--- src/rtl/seg_scan_driver.sv ---
// Four-digit multiplexed seven-segment driver: scans a coherent BCD snapshot
// across active-low anodes with blank and lamp-test overrides.
module seg_scan_driver #(
  parameter int unsigned REFRESH_DIV = 50000
) (
  input  logic       clk,
  input  logic       rst,
  input  logic [3:0] ones,
  input  logic [3:0] tenths,
  input  logic [3:0] hundreths,
  input  logic [3:0] thousandths,
  input  logic       blank,
  input  logic       lamp_test,
  output logic [3:0] an,
  output logic [6:0] seg,
  output logic       dp
);

  localparam int unsigned CNT_W = (REFRESH_DIV > 1) ? $clog2(REFRESH_DIV) : 1;
  localparam logic [CNT_W-1:0] CNT_MAX = CNT_W'(REFRESH_DIV - 1);

  logic [CNT_W-1:0] cnt_q, cnt_d;
  logic [1:0]       idx_q, idx_d;
  logic [15:0]      snap_q, snap_d;
  logic [3:0]       an_q, an_d;
  logic [6:0]       seg_q, seg_d;
  logic             dp_q, dp_d;
  logic             tick;
  logic [3:0]       nibble;

  function automatic logic [6:0] seg_encode(input logic [3:0] v);
    logic [6:0] s;
    case (v)
      4'd0:    s = 7'b1000000;
      4'd1:    s = 7'b1111001;
      4'd2:    s = 7'b0100100;
      4'd3:    s = 7'b0110000;
      4'd4:    s = 7'b0011001;
      4'd5:    s = 7'b0010010;
      4'd6:    s = 7'b0000010;
      4'd7:    s = 7'b1111000;
      4'd8:    s = 7'b0000000;
      4'd9:    s = 7'b0010000;
      default: s = 7'b0111111;
    endcase
    return s;
  endfunction

  always_comb begin
    tick   = (cnt_q == CNT_MAX);
    cnt_d  = tick ? '0 : cnt_q + 1'b1;
    idx_d  = tick ? idx_q + 2'd1 : idx_q;
    // Snapshot only refreshes at the end of a full scan so all four slots agree.
    snap_d = (tick && idx_q == 2'd3) ? {ones, tenths, hundreths, thousandths} : snap_q;

    case (idx_q)
      2'd0:    nibble = snap_q[3:0];
      2'd1:    nibble = snap_q[7:4];
      2'd2:    nibble = snap_q[11:8];
      default: nibble = snap_q[15:12];
    endcase

    an_d  = ~(4'b0001 << idx_q);
    seg_d = seg_encode(nibble);
    dp_d  = (idx_q != 2'd3);

    if (blank) begin
      an_d  = '1;
      seg_d = '1;
      dp_d  = 1'b1;
    end else if (lamp_test) begin
      an_d  = '0;
      seg_d = '0;
      dp_d  = 1'b0;
    end
  end

  always_ff @(posedge clk or posedge rst) begin
    if (rst) begin
      cnt_q  <= '0;
      idx_q  <= '0;
      snap_q <= '0;
      an_q   <= '1;
      seg_q  <= '1;
      dp_q   <= 1'b1;
    end else begin
      cnt_q  <= cnt_d;
      idx_q  <= idx_d;
      snap_q <= snap_d;
      an_q   <= an_d;
      seg_q  <= seg_d;
      dp_q   <= dp_d;
    end
  end

  assign an  = an_q;
  assign seg = seg_q;
  assign dp  = dp_q;

endmodule
--- config.mk ---
export PLATFORM = sky130hd
export DESIGN_NAME = seg_scan_driver
export DESIGN_NICKNAME = d
export VERILOG_FILES = /design/src/rtl/seg_scan_driver.sv
export SDC_FILE = /design/constraint.sdc
export NUM_CORES = 1
export LEC_CHECK = 0
export ABC_AREA = 0
export BUFFER_PORTS_ARGS = -buffer_cell sky130_fd_sc_hd__buf_2
export CAP_MARGIN = 20
export CORE_MARGIN = 4
export CORE_UTILIZATION = 45
export DETAILED_ROUTE_END_ITERATION = 10
export PLACE_DENSITY = 0.65
export SYNTH_ARGS = -nofsm -noshare
export SYNTH_HDL_FRONTEND = slang
export SYNTH_SLANG_ARGS = --single-unit
--- constraint.sdc ---
create_clock -name clk -period 5.45 [get_ports clk]
set_clock_uncertainty 0.15 [all_clocks]
set_input_delay 1.3625 -clock clk [delete_from_list [all_inputs] [get_ports clk]]
set_output_delay 1.3625 -clock clk [all_outputs]
set_load 0.005 [all_outputs]
# Word-level counts from Yosys, hierarchy flattened
# Memories as Yosys holds them, arrays and structs flattened.
# Index checks and enable logic that the tools add are counted.
dict set report word_totals {
  register_bits 46
  mem_bits_ro 112
  wordCells 26
  memories 1
}
dict set report op_classes {
  addsub 2
  eq_ne 5
  n_shift 1
  muxes 8
  n_bitwise 1
  n_reduce_logical 2
}
# memory words word_bits read_ports rd_ports_with_merged_regs write_ports line_no
set memory_table {}
lappend memory_table {{(name not given)} 16 7 1 0 0 33} ;# case (v)
# cell n
set op_table {}
lappend op_table {{16-bit by 1-bit adder with 16-bit output, second input constant} 1}
lappend op_table {{16-bit == test, second input constant} 1}
lappend op_table {{16-bit two-way mux} 1}
lappend op_table {{7-bit two-way mux} 2}
lappend op_table {{4-bit case mux with 3 select lines} 1}
lappend op_table {{4-bit two-way mux} 2}
lappend op_table {{2-bit == test, second input constant} 2}
lappend op_table {{4-bit NOT} 1}
lappend op_table {{1-bit by 2-bit left shift with 4-bit output, first input constant} 1}
lappend op_table {{2-bit by 1-bit adder with 2-bit output, second input constant} 1}
lappend op_table {{2-bit by 1-bit == test with 1-bit output, second input constant} 1}
lappend op_table {{2-bit logical NOT} 1}
lappend op_table {{1-bit two-way mux} 2}
lappend op_table {{2-bit inequality test, second input constant} 1}
lappend op_table {{1-bit logical AND} 1}

# Depth between registers and ports, before layout
# An unclocked memory read counts as a cell.
dict set report depth {
  ltp_word 5
  depth_mapped 9
}

# Worst setup path before layout
# Ideal clock, no wire load.
dict set report synth_path {
  path_type {input to register}
  start {in lamp_test}
  end {reg seg_q[0], in the netlist seg[0]}
  t_arrival_ns 1.963
  slack_ns 3.231
  cell_stages 4
  n_path_buf 1
  path_cell_list {clkbuf_1 -> inv_1 -> o211ai_1 -> o311ai_0}
}
dict set report synth_via {
  elab_chain_cells 2
}
# element line_no
set synth_rtl {}
lappend synth_rtl {{start: declaration} 13} ;# input logic lamp_test,
lappend synth_rtl {{7-bit two-way mux} 71} ;# end else if (lamp_test) begin
lappend synth_rtl {{7-bit two-way mux} 67} ;# if (blank) begin
lappend synth_rtl {{net seg_d[0]} 26} ;# logic [6:0] seg_q, seg_d;
lappend synth_rtl {{end signal: assignment} 91} ;# seg_q <= seg_d;
lappend synth_rtl {{end: declaration} 26}
# The timed path passes the listed nets, and every way through them passes these cells.
# A chain may end at the register's enable or synchronous reset.

# Worst setup path in the final report
dict set report layout_path {
  start {reg idx_q[0]}
  end {reg seg_q[3], in the netlist seg[3]}
}
dict set report layout_via {
  elab_chain_cells 5
  word_cells_on_any_way 7
}
# element line_no
set layout_rtl {}
lappend layout_rtl {{start: declaration} 23} ;# logic [1:0] idx_q, idx_d;
lappend layout_rtl {{start signal: assignment} 88} ;# idx_q <= idx_d;
lappend layout_rtl {{2-bit == test (tied with other cells)} 56} ;# case (idx_q)
lappend layout_rtl {{4-bit case mux with 3 select lines (*)} 56}
lappend layout_rtl {{memory read 16 x 7 bit (*)} -}
lappend layout_rtl {{7-bit two-way mux (*)} 71}
lappend layout_rtl {{7-bit two-way mux (*)} 67}
lappend layout_rtl {{net seg_d[3]} 26}
# Mark *: on every way through the listed nets, which the timed path passes. The rest lies on a longest branch.

==> impl_metrics.py <==
metrics = {
    "clock_network": {
        "hold_buffers": 0,
        "cts_max_level": 2,
        "clockRootBuffer": "clkbuf_8",
        "clock_path_buffers": 2,
        "post_cts_resized": 0,
        "cts_num_sinks": 45,
        "cts-buffers-inserted": 5,
        "clkTransAtPathRegs_ns": 0.08,
        "cts_tree": "built",
        "clk_latency_ns": 0.30,
        "cts_setup_buffers": 0,
    },
    "min_path": {
        "hp-class": "reg -> reg",
        "min_path_cells": 1,
        "min_to": "cnt_q[0]",
        "hp-start": "cnt_q[0]",
    },
    "timing": {
        "tightest_slew_ns": 0.687,
        "min_period_ns": 2.44,
        "final_hold_viol_count": 0,
        "holdWs_ns": 0.359,
        "rsz0062_at_grt": "no",
        "tns_ns": 0,
        "finalMaxSlewViolations": 0,
        "min_period_over_period_pct": 44.8,
        "slew_headroom_pct": 52.9,
        "timing.fmax_mhz": 410,
        "setup_viol": 0,
        "setup_slack_ns": 3.01,
    },
    "critical_path": {
        "critPathKind": "reg -> reg",
        "worst_path_max_delay_cell": "ha_1",
        "path_delay_family": "compound AO/OA/AOI/OAI gates",
        "crit_path_max_fanout": 9,
        "crit_chain": "ha_1, a21oi_1, a21oi_1, ha_1, a211oi_1, a21oi_1, o311ai_0",
        "rr_worst_depth": 7,
        "max_stage_delay_ns": 0.44,
        "crit_top_cell": "a21oi_1",
        "r2r-end": "seg[3]",
        "worstSetupEndpointType": "register",
        "arrival_ns": 2.47,
        "cp_num_buf_inv": 0,
        "startpoint_type": "register",
        "required_ns": 5.48,
        "ff2ff_setup_slack_ns": 3.01,
        "r2r-start": "idx_q[0]",
    },
    "detailed_routing": {
        "drcViolationCount": 0,
        "drtAntennaViolNets": 0,
        "vias": 1408,
        "wirelength_mm": 3.77,
        "first_pass_iters": 5,
        "post_drt_wl_per_cell_um": 13.5,
        "via_per_inst": 5.03,
        "drtIter0Drc": 74,
    },
    "floorplanning": {
        "die-area_um2": 6110,
        "fp.coreArea_um2": 4750,
        "num_rows": 25,
        "fp.dieH_um": 78.2,
        "die_w_um": 78.2,
        "num_io_pins": 32,
        "initial_core_util_pct": 46.6,
    },
    "logic_synthesis": {
        "syn_nets": 211,
        "syn_area_per_cell_um2": 12.3,
        "synth-edff-count": 0,
        "synth.most_common_cell": "dfrtp_1",
        "syn_area_um2": 2220,
        "async_reset_ff_share_pct": 100,
        "netlist_instances": 180,
        "synth_cell_types": 39,
        "synthDominantCellAreaShare_pct": 38.4,
        "yosysWarnings": 0,
        "synthFlopType": "dfrtp_1",
        "synthTopCellsByCount": "dfrtp_1, dfstp_2, ha_1",
        "ys_ff_latch": 45,
        "synth_seq_area_share_pct": 51.4,
        "yosysTopAreaCell": "dfrtp_1",
        "ys_top_cells_by_area": "dfrtp_1, dfstp_2, mux2_4",
    },
    "pwr": {
        "vdd_drop_max_uv": 161,
        "total_power_uw": 660,
        "power.density_nw_per_um2": 262,
        "p_leak_nw": 1.15,
    },
    "cells_and_area": {
        "fill_cells": 433,
        "diodes": 0,
        "area_growth_pct": 13.5,
        "final_nets": 243,
        "multiInputGateArea_um2": 973,
        "register_area_um2": 1140,
        "drive_gt1_share_pct": 32.9,
    },
    "placed_design": {
        "pre_cts_slack_ns": 3.01,
        "dp_hpwl_mm": 2.70,
        "portBuffers": 31,
        "place.gp.congestion": 0.780,
    },
    "global_routing": {
        "grt_first_pass_wirelength_mm": 6.74,
        "grt_start_max_net_pins": 46,
        "grt_pass1_vias": 1402,
        "grt_overflow": 0,
        "track_usage_pct": 14.1,
        "antenna_found_initial": 0,
    },
    "run_status": {
        "status": "completed",
    },
    "job": {
        "maxCapViolCount": 0,
    },
}
## flip-flops by register name (all words and copies together) (netlist names)
signal  flops
idx_q       2
an          4
seg         7
cnt_q      16
snap_q     16
## area by class of cell
class,count,share of cell area (%)
clock buffers,6,3.28
clock inverters,2,1.49
inverters,10,1.49
multi-input cells,118,38.7
flip-flops and latches,45,45.3
well taps,67,3.33
repair buffers,32,6.46
## report_power, final
| part | leakage, nW | switching, mW | internal [mW] | total, mW |
|---|---|---|---|---|
| combinational | 0.550 | 0.0235 | 0.0227 | 0.0461 |
| sequential | 0.539 | 0.00462 | 0.349 | 0.354 |
| clock | 0.0574 | 0.111 | 0.149 | 0.261 |
| total | 1.15 | 0.140 | 0.521 | 0.660 |
## metrics by stage
stage | util [%] | cells | area [um2]
after floorplan | - | 180 | 2220
after global placement | 50.4 | 272 | 2400
after detailed placement | 50.4 | 272 | 2400
after CTS | 52.9 | 280 | 2520
after global routing | 52.9 | 280 | 2520
final | 52.9 | 280 | 2520
## metal layers
layer  wire, um  up-vias  global-route usage, %
li1           -      703                      -
met1       1850      674                   19.0
met2       1710       26                   21.5
met3        159        5                   3.78
met4         53        0                   5.77
met5          0        -                      0
## kinds of logic after synthesis
group / Yosys count / share of synthesized area (%)
buf+inv: 17 / 4.68
simple gates: 44 / 11.8
compound gates: 30 / 9.25
fa+ha+maj: 11 / 6.21
xor+xnor: 15 / 5.93
flops: 45 / 51.4
mux: 18 / 10.7
## cell usage in the layout (no fill, tap or decap), types with 4 or more instances in the layout
cell type and count:
clkbuf_8 6, xnor2_1 8, nand4_1 5, mux2_4 10, o21ai_0 5, inv_1 9
a21oi_1 8, nor2_1 10, ha_1 11, nor2b_1 4, buf_2 31, nand2_1 5
dfrtp_1 34, nand3_1 7, o311ai_0 5, mux2_2 6, xor2_1 7, dfstp_2 11
## worst max path at each step
stage               startpoint  endpoint  slack, ns  cells past startpoint
floorplan                  rst  cnt_q[0]       2.90                      1
global placement      idx_q[0]    seg[3]       2.98                      7
detailed placement    idx_q[0]    seg[3]       3.01                      8
CTS                   idx_q[0]    seg[3]       2.98                      8
global route          idx_q[0]    seg[3]       2.76                      7
finish                idx_q[0]    seg[3]       3.01                      7
No activity file was read; power rests on OpenSTA's default activity.
